$ cat src/rtl/decoder_operand_stage.sv
`default_nettype none
// ============================================================================
// Module      : decoder_operand_stage
// Description : Decode stage: classifies an instruction, drives reg-file read
//               selects and registers kind / operands / destination.
// Revision    : 1.0 - initial release
// ============================================================================

package decoder_operand_stage_pkg;
    typedef enum logic [2:0] {
        KIND_INVALID = 3'd0,
        KIND_RRR     = 3'd1,
        KIND_RRI     = 3'd2,
        KIND_RI      = 3'd3,
        KIND_J       = 3'd4
    } e_kind;
endpackage

module decoder_operand_stage
    import decoder_operand_stage_pkg::*;
#(
    parameter int XLEN  = 32,
    parameter int REG_W = 5
) (
    input  logic             clk,
    input  logic             rst_n,
    input  logic             in_valid,
    input  logic [XLEN-1:0]  instruction,
    output logic [REG_W-1:0] rs_sel,
    input  logic [XLEN-1:0]  rs_in,
    output logic [REG_W-1:0] rq_sel,
    input  logic [XLEN-1:0]  rq_in,
    output logic             out_valid,
    output e_kind            kind,
    output logic [XLEN-1:0]  val_a,
    output logic [XLEN-1:0]  val_b,
    output logic [REG_W-1:0] rd
);

    e_kind            w_kind;
    logic [REG_W-1:0] w_rs_sel;
    logic [REG_W-1:0] w_rq_sel;
    logic [XLEN-1:0]  w_val_a;
    logic [XLEN-1:0]  w_val_b;
    logic [REG_W-1:0] w_rd;
    logic [XLEN-1:0]  w_imm16;
    logic [XLEN-1:0]  w_imm21;
    logic [XLEN-1:0]  w_imm26;
    logic             w_unused;

    logic             r_valid;
    e_kind            r_kind;
    logic [XLEN-1:0]  r_val_a;
    logic [XLEN-1:0]  r_val_b;
    logic [REG_W-1:0] r_rd;

    // Class field only uses three bits; the gap between class and immediates is spare.
    assign w_unused = ^instruction[28:26];

    assign w_imm16 = {{16{instruction[25]}}, instruction[25:10]};
    assign w_imm21 = {{11{instruction[25]}}, instruction[25:5]};
    assign w_imm26 = {{6{instruction[25]}},  instruction[25:0]};

    always_comb begin
        w_kind = KIND_INVALID;
        case (instruction[31:29])
            3'b000:  w_kind = KIND_RRR;
            3'b001:  w_kind = KIND_RRI;
            3'b010:  w_kind = KIND_RI;
            3'b011:  w_kind = KIND_J;
            default: w_kind = KIND_INVALID;
        endcase
    end

    // Selects follow the instruction word even when in_valid is low.
    always_comb begin
        w_rs_sel = '0;
        w_rq_sel = '0;
        w_val_a  = '0;
        w_val_b  = '0;
        w_rd     = '0;
        case (w_kind)
            KIND_RRR: begin
                w_rs_sel = instruction[9:5];
                w_rq_sel = instruction[14:10];
                w_val_a  = rs_in;
                w_val_b  = rq_in;
                w_rd     = instruction[4:0];
            end
            KIND_RRI: begin
                w_rs_sel = instruction[9:5];
                w_val_a  = rs_in;
                w_val_b  = w_imm16;
                w_rd     = instruction[4:0];
            end
            KIND_RI: begin
                w_val_b  = w_imm21;
                w_rd     = instruction[4:0];
            end
            KIND_J: begin
                w_val_b  = w_imm26;
            end
            default: begin
                w_val_b  = '0;
            end
        endcase
    end

    always_ff @(posedge clk or negedge rst_n) begin
        if (!rst_n) begin
            r_valid <= 1'b0;
            r_kind  <= KIND_INVALID;
            r_val_a <= '0;
            r_val_b <= '0;
            r_rd    <= '0;
        end else begin
            r_valid <= in_valid;
            if (in_valid) begin
                r_kind  <= w_kind;
                r_val_a <= w_val_a;
                r_val_b <= w_val_b;
                r_rd    <= w_rd;
            end
        end
    end

    assign rs_sel    = w_rs_sel;
    assign rq_sel    = w_rq_sel;
    assign out_valid = r_valid;
    assign kind      = r_kind;
    assign val_a     = r_val_a;
    assign val_b     = r_val_b;
    assign rd        = r_rd;

endmodule
`default_nettype wire

$ cat config.mk
export PLATFORM = sky130hd
export DESIGN_NAME = decoder_operand_stage
export DESIGN_NICKNAME = d
export VERILOG_FILES = /design/src/rtl/decoder_operand_stage.sv
export SDC_FILE = /design/constraint.sdc
export NUM_CORES = 1
export LEC_CHECK = 0
export CAP_MARGIN = 40
export CORE_ASPECT_RATIO = 0.6
export CORE_MARGIN = 1
export CORE_UTILIZATION = 43
export DETAILED_ROUTE_END_ITERATION = 8
export HOLD_SLACK_MARGIN = 0.06
export PLACE_DENSITY = 0.84
export SYNTH_ARGS = -nofsm -noshare
export SYNTH_HDL_FRONTEND = slang
export SYNTH_SLANG_ARGS = --single-unit
$ cat constraint.sdc
create_clock -name clk -period 1.93 [get_ports clk]
set_input_delay 0.386 -clock clk [delete_from_list [all_inputs] [get_ports clk]]
set_output_delay 0.386 -clock clk [all_outputs]
set_load 0.02 [all_outputs]
Word level (Yosys, flattened, before mapping)
Index checks and enable logic that the tools add are counted.
{"block": "totals", "regBits": 73, "in_bits": 99, "out_inout_bits": 83}
{"block": "classes", "n_eq_ne": 7, "muxes": 6, "reduce_logical": 3}
{"op": "32-bit case mux with 4 select lines", "n": 1}
{"op": "32-bit two-way mux", "n": 1}
{"op": "5-bit two-way mux", "n": 3}
{"op": "3-bit by 2-bit equality test with 1-bit output (second input constant)", "n": 4}
{"op": "3-bit case mux with 4 select lines", "n": 1}
{"op": "3-bit by 1-bit equality test with 1-bit output (second input constant)", "n": 2}
{"op": "3-bit equality test (second input constant)", "n": 1}
{"op": "3-bit zero test", "n": 1}
{"op": "3-bit OR reduction", "n": 1}
{"op": "2-bit OR reduction", "n": 1}

Logic depth before layout (Yosys ltp)
Gate-level depths: netlist of run 1.
{"block": "depth", "ltp_word": 5, "ltp_mapped": 5, "mapped_depth_nobuf": 3}

Worst setup path after synthesis of run 1
OpenSTA, ideal clock, no wires.
{"block": "synth_path", "path_kind": "input -> output", "start": "input port instruction[29]", "end": "output port rq_sel[0]", "t_arrival_ns": 1.153, "required_ns": 1.544, "setup_slack_ns": 0.391, "cell_stages": 4, "path_cell_list": "buf_2 > nor3_2 > buf_2 > and2_1"}
{"block": "synth_between", "elab_chain_cells": 4, "elab_cells_between_ends": 7, "cone_classes": "eq/ne (4); mux (2); reduce/logical (1)"}
{"element": "start: declaration", "line_no": "28", "source": "input logic [XLEN-1:0] instruction,"}
{"element": "3-bit by 2-bit equality test with 1-bit output (tied with other cells)", "line_no": "66", "source": "case (instruction[31:29])"}
{"element": "3-bit case mux with 4 select lines (*)", "line_no": "66"}
{"element": "3-bit by 1-bit equality test with 1-bit output (*)", "line_no": "82", "source": "case (w_kind)"}
{"element": "5-bit two-way mux (*)", "line_no": "82"}
{"element": "end: declaration", "line_no": "31", "source": "output logic [REG_W-1:0] rq_sel,"}
Every way passes the cells marked *; elsewhere a longest branch is shown, timed or not.

Worst setup path after layout of run 1
{"block": "layout_path", "start": "input port instruction[31]", "end": "output port rs_sel[0]"}
{"block": "layout_between", "elab_chain_cells": 5, "elab_cells_between_ends": 9, "cone_classes": "eq/ne (5); mux (2); reduce/logical (2)"}
{"element": "3-bit by 2-bit equality test with 1-bit output (tied with other cells)", "line_no": "66"}
{"element": "3-bit case mux with 4 select lines (*)", "line_no": "66"}
{"element": "3-bit by 2-bit equality test with 1-bit output / 3-bit by 1-bit equality test with 1-bit output (equally long branches)", "line_no": "82"}
{"element": "2-bit OR reduction (no line) (*)"}
{"element": "5-bit two-way mux (*)", "line_no": "82"}
{"element": "end: declaration", "line_no": "29", "source": "output logic [REG_W-1:0] rs_sel,"}
Marks and branches as above.

==> results of run 1 <==
## worst max path at each step
stage	slack (ns)	end	cells past startpoint
3_3_place_gp	-0.40	rq_sel[0]	5
4_1_cts	0.02	rq_sel[0]	5
5_1_grt	0.01	rq_sel[2]	5
2_1_floorplan	0.39	rq_sel[0]	4
3_5_place_dp	-0.43	rq_sel[0]	5
6_report	0.06	rs_sel[0]	5
## kinds of logic after synthesis
logic type                Yosys count  synth area share (%)
AOI/OAI and AO/OA                  80                  23.0
DFF                                73                  52.7
and+or+nand+nor                    62                  8.41
muxes                              40                  11.5
buffers and inverters              27                  4.11
xor gates and xnor gates            1                 0.253
## state kept, by name (all words and copies together), names as in the netlist
signal	flops
val_b	32
val_a	32
rd	5
out_valid	1
kind	3
## power groups by stage
| stage | logic, W | registers (W) | clock network [W] |
|---|---|---|---|
| after floorplan | 0.000301 | 0.00188 | 0 |
| after global placement | 0.00103 | 0.00174 | 0 |
| after detailed placement | 0.00105 | 0.00174 | 0 |
| after CTS | 0.00105 | 0.00172 | 0.00171 |
| after global routing | 0.00111 | 0.00173 | 0.00179 |
| final | 0.00105 | 0.00172 | 0.00169 |
## cells in the final DEF, fill, tap and decap left out
master / Yosys / final
nor3_2: 2 / 1
o21ai_0: 1 / 1
o2bb2ai_1: 2 / 2
inv_6: 0 / 1
dfrtp_1: 73 / 73
dlygate4sd3_1: 0 / 1
buf_12: 0 / 2
mux2i_1: 40 / 40
clkinv_2: 0 / 1
nor3_4: 0 / 1
o21bai_1: 6 / 6
clkbuf_8: 0 / 1
nand3b_1: 1 / 1
xnor2_1: 1 / 1
clkinvlp_4: 0 / 3
o21a_1: 1 / 1
and2_1: 10 / 10
clkbuf_16: 0 / 9
nand2_1: 40 / 40
buf_4: 3 / 29
nor2b_1: 5 / 5
a21oi_2: 1 / 1
clkdlybuf4s50_1: 0 / 166
a22o_1: 37 / 37
nor2_1: 2 / 2
or2_1: 1 / 1
inv_1: 1 / 1
bufinv_16: 0 / 1
o221ai_1: 6 / 6
a22oi_1: 7 / 7
o221ai_2: 19 / 19
inv_2: 1 / 1
nand2b_1: 1 / 1
buf_2: 12 / 10
buf_8: 0 / 1
## worst max-delay path, delay by kind of cell
family / cells / cell delay [ns]
buffers and inverters: 3 / 0.80
AND/OR/NAND/NOR: 2 / 0.28
## routing by layer
| metal | wire, um | GRT usage (%) | vias to the layer above |
|---|---|---|---|
| li1 | - | - | 1450 |
| met1 | 4920 | 37.9 | 1591 |
| met2 | 5250 | 44.1 | 153 |
| met3 | 853 | 8.44 | 14 |
| met4 | 152 | 8.12 | 0 |
| met5 | 0 | 0 | - |
## through the flow
step                      setup TNS (ns)  utilization, %  total power (W)  instance area (um^2)  setup slack (ns)
after floorplan                        0               -          0.00218                  3470             0.391
after global placement            -13.58            72.8          0.00277                  5490            -0.404
after detailed placement           -4.37            73.0          0.00279                  5500            -0.435
after CTS                              0            76.5          0.00448                  5770            0.0204
after global routing                   0            76.5          0.00463                  5770            0.0101
final                                  0            76.5          0.00445                  5770            0.0646
## layout make-up
class | count | share of cell area, %
clock buffer | 10 | 4.14
tap | 104 | 2.26
multi-input combinational | 183 | 26.1
inverter | 2 | 0.130
clock inverter | 6 | 1.15
sequential | 73 | 31.7
timing repair buffer | 209 | 34.6
## what timing repair did
item | 4_1_cts | 5_1_grt
gates resized for setup | 40 | 1
pin swaps | 1 | 1
endpoints found under the setup margin | 10 | 5
hold buffers | 1 | 0
endpoints found under the hold margin | 33 | 0
==> impl_metrics.tcl, run 1 <==
set metrics [dict create \
    status "finished, final reports clean" \
    tritoncts "yes" \
    grt_pass1_wl_mm 18.0 \
    power.share.clock_pct 37.9 \
    r2r_end "val_a[17]" \
    pin_count 182 \
    insertion_delay_ns 0.32 \
    dieWidth_um 118 \
    start_kind "input port" \
    synth_seq_cells 73 \
    synth.largest_area_cell "dfrtp_1" \
    placedCellCount 570 \
    ys_top_cells_by_count "dfrtp_1 (73), mux2i_1 (40), nand2_1 (40), a22o_1 (37), o221ai_2 (19)" \
    cp.required_ns 1.54 \
    hold_viol 0 \
    synth_edf_count 0 \
    seqCellArea_mm2 0.00183 \
    pwr-share-comb_pct 23.5 \
    p_switching_w 0.00121 \
    synth-main-ff-cell "dfrtp_1" \
    ys_types 26 \
    startpoint "instruction[31]" \
    seq_area_frac_synth_pct 52.7 \
    relSlewSlack_pct 67.1 \
    drt_iter0_markers 201 \
    cts.reportedPaths.clkPinSlew_ns 0.06 \
    vias_per_cell 5.47 \
    nets 577 \
    grt_max_degree 41 \
    cp_data_arrival_time_ns 1.48 \
    r2r_cells 1 \
    maxCapViolCount 0 \
    p_int_w 0.00324 \
    filler_cell_count 512 \
    die_area_mm2 0.00844 \
    clockBufferDepth 2 \
    synth.net_count 382 \
    drc_errors 0 \
    synth_top_area_share_pct 52.7 \
    crit_chain "clkdlybuf4s50_1 -> nor2_1 -> buf_4 -> and2_1 -> buf_2" \
    coreArea_mm2 0.00754 \
    chipHeight_um 71.6 \
    finClkSkew_ns 0 \
    cts_buffers 9 \
    powerDensity_mw_per_mm2 772 \
    netlist_area_mm2 0.00347 \
    synth_area_leaders "dfrtp_1 (53%), mux2i_1 (12%), a22o_1 (9.3%), o221ai_2 (8.2%), nand2_1 (4.3%)" \
    multi_input_area_mm2 0.00151 \
    portBuffers 178 \
    tightest_slew_ns 0.491 \
    postCtsSetupBuffers 0 \
    hp-class "reg -> reg" \
    n_antenna_cell 0 \
    avgRoutedWirePerCell_um 19.0 \
    min_to "val_b[14]" \
    setup_viol 0 \
    drtPass1Iterations 4 \
    r2r_start "val_a[17]" \
    ant_nets 0 \
    avgSynthCellArea_um2 12.3 \
    peakVddDrop_uv 558 \
    cp_slowest_cell "clkdlybuf4s50_1" \
    start_util_pct 46.0 \
    fmax_mhz 536 \
    fin_crit_ns 1.87 \
    root_buffer "clkbuf_16" \
    fin_cells 587 \
    min_period_over_period_pct 96.7 \
    whs_ns 0.486 \
    synth.yosys.warnings 0 \
    async_reset_ff_share_pct 100 \
    synth_most_common_cell "dfrtp_1" \
    rsz0062_at_grt "false" \
    cts_sinks 73 \
    hp-start "val_b[14]" \
    critical_path_peak_fanout 5 \
    cp-end-kind "primary output" \
    synthCells 283 \
    max_stage_delay_ns 0.46 \
    drive_gt1_share_pct 16.8 \
    seq_power_share_pct 38.6 \
    hold_depth 2 \
    gp_congestion 0.846 \
    vias 3208 \
    drv_slew 0 \
    p_sw_share_pct 27.3 \
    drt_wl_total_mm 11.2 \
    grt_use_total_pct 28.1 \
    grt.overflow.total 0 \
    critical_path_class "in -> out" \
    num_rows 24 \
    antenna_found_initial 0 \
    h-tree-depth 3 \
    p_leak_nw 2.56 \
    ff2ff_setup_slack_ns 1.13 \
    hpwlAfterDp_mm 8.18 \
    grt_pass1_vias 3431 \
    area_growth_pct 66.3 \
]
(Power assumes the default switching activity.)
==> run 2: changes to the inputs <==
--- a/config.mk
+++ b/config.mk
@@ -12,6 +12,7 @@
 export DETAILED_ROUTE_END_ITERATION = 8
 export HOLD_SLACK_MARGIN = 0.06
 export PLACE_DENSITY = 0.84
+export RECOVER_POWER = 50
 export SYNTH_ARGS = -nofsm -noshare
 export SYNTH_HDL_FRONTEND = slang
 export SYNTH_SLANG_ARGS = --single-unit
==> impl_metrics.tcl, run 2 (synthesized netlist as in run 1, its figures left out) <==
set metrics [dict create \
    h-tree-depth 3 \
    drive_gt1_share_pct 12.8 \
    r2r_cells 1 \
    drtPass1Iterations 4 \
    place_area_mm2 0.00550 \
    critical_path_class "in -> out" \
    avgRoutedWirePerCell_um 19.2 \
    n_antenna_cell 0 \
    portBuffers 178 \
    grt.overflow.total 0 \
    max_stage_delay_ns 0.45 \
    cts.reportedPaths.clkPinSlew_ns 0.06 \
    gp_congestion 0.846 \
    powerDensity_mw_per_mm2 782 \
    tightest_slew_ns 0.925 \
    clockBufferDepth 2 \
    grt_pass1_wl_mm 18.0 \
    insertion_delay_ns 0.32 \
    drc_errors 0 \
    tritoncts "yes" \
    antenna_found_initial 0 \
    chipHeight_um 71.6 \
    nets 577 \
    maxCapViolCount 0 \
    area_growth_pct 62.9 \
    cp_slowest_cell "clkdlybuf4s50_1" \
    status "finished, final reports clean" \
    final_common_cell "clkdlybuf4s50_1" \
    grt_use_total_pct 28.1 \
    dieWidth_um 118 \
    report.power.total_w 0.00442 \
    ant_nets 0 \
    root_buffer "clkbuf_16" \
    drv_slew 0 \
    ff2ff_setup_slack_ns 1.13 \
    cp_data_arrival_time_ns 1.47 \
    vias_per_cell 5.42 \
    crit_chain "clkdlybuf4s50_1 -> nor2_1 -> buf_4 -> and2_1 -> buf_2" \
    r2r_end "val_a[17]" \
    start_kind "input port" \
    min_to "val_b[14]" \
    pre_cts_slack_ns -0.435 \
    num_rows 24 \
    postCtsSetupBuffers 0 \
    fmax_mhz 538 \
    tns_ns 0 \
    hold_viol 0 \
    final_cell_mix "clkdlybuf4s50_1 (165), dfrtp_1 (73), nand2_1 (40), mux2i_1 (40), a22o_1 (37)" \
    grt_pass1_vias 3431 \
    drt_iter0_markers 214 \
    crit_family "buffers and inverters" \
    pin_count 182 \
    finalInstanceArea_mm2 0.00565 \
    vias 3180 \
    rsz0062_at_grt "false" \
    hp-class "reg -> reg" \
    whs_ns 0.486 \
    coreArea_mm2 0.00754 \
    drt_wl_total_mm 11.2 \
    cts_buffers 9 \
    p_leak_nw 2.54 \
    hold_depth 2 \
    worst_slack_ns 0.0724 \
    cp.required_ns 1.54 \
    start_util_pct 46.0 \
    relSlewSlack_pct 38.4 \
    grt_max_degree 41 \
    cts_sinks 73 \
    peakVddDrop_uv 554 \
    fin_crit_ns 1.86 \
    hp-start "val_b[14]" \
    crit_buf_inv 3 \
    cp-end-kind "primary output" \
    setup_viol 0 \
    finClkSkew_ns 0 \
    min_period_over_period_pct 96.2 \
    r2r_start "val_a[17]" \
    hpwlAfterDp_mm 8.18 \
    critical_path_peak_fanout 5 \
    die_area_mm2 0.00844 \
]
[run 2: cell type report]
cell class	instances	area [um^2]
repair buffers	209	1970
fillers	543	1890
well taps	104	130
inverters	2	7.51
clock inverters	6	66.3
clock buffers	10	239
flip-flops and latches	73	1830
multi-input cells	183	1410
[run 2: repair_timing]
item / 4_1_cts / 5_1_grt
gates resized for setup: 40 / 1
setup endpoints to repair: 10 / 5
hold buffers: 1 / 0
endpoints found under the hold margin: 33 / 0
pin swaps: 1 / 1
[run 2: worst max-delay path by stage]
stage                               start        end  slack (ns)  cells past startpoint
final                     instruction[31]  rs_sel[0]        0.07                      5
after global routing      instruction[29]  rq_sel[2]        0.01                      5
after CTS                 instruction[31]  rq_sel[0]        0.02                      5
after detailed placement  instruction[31]  rq_sel[0]       -0.43                      5
after global placement    instruction[31]  rq_sel[0]       -0.40                      5
after floorplan           instruction[29]  rq_sel[0]        0.39                      4
[run 2: stage by stage]
| stage | utilization, % | instances |
|---|---|---|
| final | 75.0 | 587 |
| after CTS | 76.5 | 587 |
| after detailed placement | 73.0 | 570 |
| after global placement | 72.8 | 569 |
| after floorplan | - | 283 |
| after global routing | 75.0 | 587 |
[run 2: layer usage]
layer	GRT usage, %	up-vias	wire length, um
met5	0	-	0
met4	8.12	0	152
li1	-	1446	-
met3	8.44	14	950
met2	44.1	149	5200
met1	37.9	1571	4940
[run 2: power breakdown]
part           leakage, nW  switching [W]  total, W  internal (W)
logic                 1.43       0.000478   0.00101      0.000536
registers            0.965      0.0000712   0.00172       0.00165
clock network        0.141       0.000647   0.00168       0.00104
total                 2.54        0.00120   0.00442       0.00322
==> run 3: changes to the inputs <==
--- a/config.mk
+++ b/config.mk
@@ -5,10 +5,11 @@
 export SDC_FILE = /design/constraint.sdc
 export NUM_CORES = 1
 export LEC_CHECK = 0
-export CAP_MARGIN = 40
+export CELL_PAD_IN_SITES_DETAIL_PLACEMENT = 1
+export CELL_PAD_IN_SITES_GLOBAL_PLACEMENT = 1
 export CORE_ASPECT_RATIO = 0.6
 export CORE_MARGIN = 1
-export CORE_UTILIZATION = 43
+export CORE_UTILIZATION = 32
 export DETAILED_ROUTE_END_ITERATION = 8
 export HOLD_SLACK_MARGIN = 0.06
 export PLACE_DENSITY = 0.84
==> impl_metrics.tcl, run 3 (synthesized netlist as in run 1, its figures left out) <==
set metrics [dict create \
    fin_cells 621 \
    relSlewSlack_pct 37.4 \
    hpwlAfterDp_mm 9.15 \
    gp_congestion 0.839 \
    r2r_start "val_a[18]" \
    whs_ns 0.468 \
    seq_power_share_pct 38.4 \
    pwr-share-comb_pct 23.4 \
    max_stage_delay_ns 0.33 \
    fmax_mhz 564 \
    drt_iter0_markers 111 \
    cts_buffers 9 \
    setup_viol 0 \
    crit_chain "dlygate4sd2_1 -> nor2_1 -> buf_4 -> and2_1 -> dlygate4sd2_1" \
    rsz0062_at_grt "false" \
    p_switching_w 0.00121 \
    clockBufferDepth 2 \
    critical_path_class "in -> out" \
    drive_gt1_share_pct 15.4 \
    min_period_over_period_pct 91.8 \
    hold_viol 0 \
    crit_buf_inv 3 \
    grt.overflow.total 0 \
    r2r_cells 1 \
    critical_path_peak_fanout 5 \
    cp_slowest_cell "dlygate4sd2_1" \
    grt_pass1_wl_mm 19.0 \
    power.share.clock_pct 38.3 \
    grt_pass1_vias 3391 \
    die_area_mm2 0.0113 \
    drt_wl_total_mm 12.2 \
    postCtsSetupBuffers 0 \
    cts_sinks 73 \
    drtPass1Iterations 4 \
    cp-end-kind "primary output" \
    vias_per_cell 5.12 \
    final_cell_mix "clkdlybuf4s50_1 (163), dfrtp_1 (73), nand2_1 (40), mux2i_1 (40), a22o_1 (37)" \
    portBuffers 178 \
    crit_family "buffers and inverters" \
    powerDensity_mw_per_mm2 773 \
    place_area_mm2 0.00556 \
    vias 3182 \
    tritoncts "yes" \
    root_buffer "clkbuf_16" \
    grt_use_total_pct 22.7 \
    drc_errors 0 \
    num_rows 29 \
    dieWidth_um 136 \
    start_kind "input port" \
    final_common_cell "clkdlybuf4s50_1" \
    area_growth_pct 67.1 \
    cp_data_arrival_time_ns 1.39 \
    fin_crit_ns 1.77 \
    ff2ff_setup_slack_ns 1.17 \
    insertion_delay_ns 0.33 \
    p_sw_share_pct 27.1 \
    maxCapViolCount 0 \
    chipHeight_um 82.6 \
    finClkSkew_ns 0 \
    finalInstanceArea_mm2 0.00579 \
    start_util_pct 32.8 \
    coreArea_mm2 0.0106 \
    tns_ns 0 \
    grt_max_degree 47 \
    tightest_slew_ns 0.939 \
    drv_slew 0 \
    pin_count 182 \
    hp-class "in -> async" \
    h-tree-depth 3 \
    cpMostUsedCell "dlygate4sd2_1" \
    p_leak_nw 2.56 \
    peakVddDrop_uv 461 \
    placedCellCount 604 \
    nets 576 \
    r2r_end "val_a[18]" \
    cp.required_ns 1.54 \
    n_antenna_cell 0 \
    status "finished, final reports clean" \
    p_int_w 0.00327 \
    ant_nets 0 \
    cts.reportedPaths.clkPinSlew_ns 0.06 \
    avgRoutedWirePerCell_um 19.7 \
    antenna_found_initial 0 \
]
-- run 3: layout make-up --
cell class / instances / area [um^2]
fill: 1111 / 4760
timing repair buffer: 208 / 1970
sequential: 73 / 1830
multi-input combinational: 183 / 1510
clock buffer: 12 / 256
tap: 139 / 174
clock inverter: 4 / 51.3
inverter: 2 / 7.51
-- run 3: worst max path at each step --
stage | start | endpoint | cells after the start
finish | instruction[31] | rs_sel[3] | 5
global route | rst_n | val_b[13] | 3
CTS | instruction[31] | rs_sel[0] | 5
detailed placement | instruction[29] | rq_sel[0] | 5
global placement | instruction[29] | rq_sel[0] | 5
floorplan | instruction[29] | rq_sel[0] | 4
-- run 3: power by group through the flow --
stage	Clock, W	Sequential [W]	Combinational (W)
detailed placement	0	0.00174	0.00107
global route	0.00182	0.00173	0.00112
floorplan	0	0.00188	0.000301
CTS	0.00175	0.00172	0.00107
finish	0.00171	0.00172	0.00105
global placement	0	0.00174	0.00105
-- run 3: timing repair --
action / in CTS / in global routing
gates resized for setup: 29 / 0
endpoints found under the setup margin: 10 / 0
endpoints found under the hold margin: 18 / 0
hold buffers: 1 / 0
-- run 3: layer usage --
layer,vias to the layer above,GRT usage [%],part of all wire (%)
met2,108,34.7,45
met4,0,7.00,1.6
li1,1443,-,-
met5,-,0,0
met1,1612,31.2,47
met3,19,6.53,6.1
-- run 3: metrics by stage --
stage | util, % | total power [W] | setup slack [ns]
global route | 54.9 | 0.00467 | 0.0503
CTS | 55.3 | 0.00454 | 0.152
floorplan | - | 0.00218 | 0.391
detailed placement | 52.6 | 0.00281 | -0.436
finish | 54.9 | 0.00448 | 0.158
global placement | 52.6 | 0.00279 | -0.434
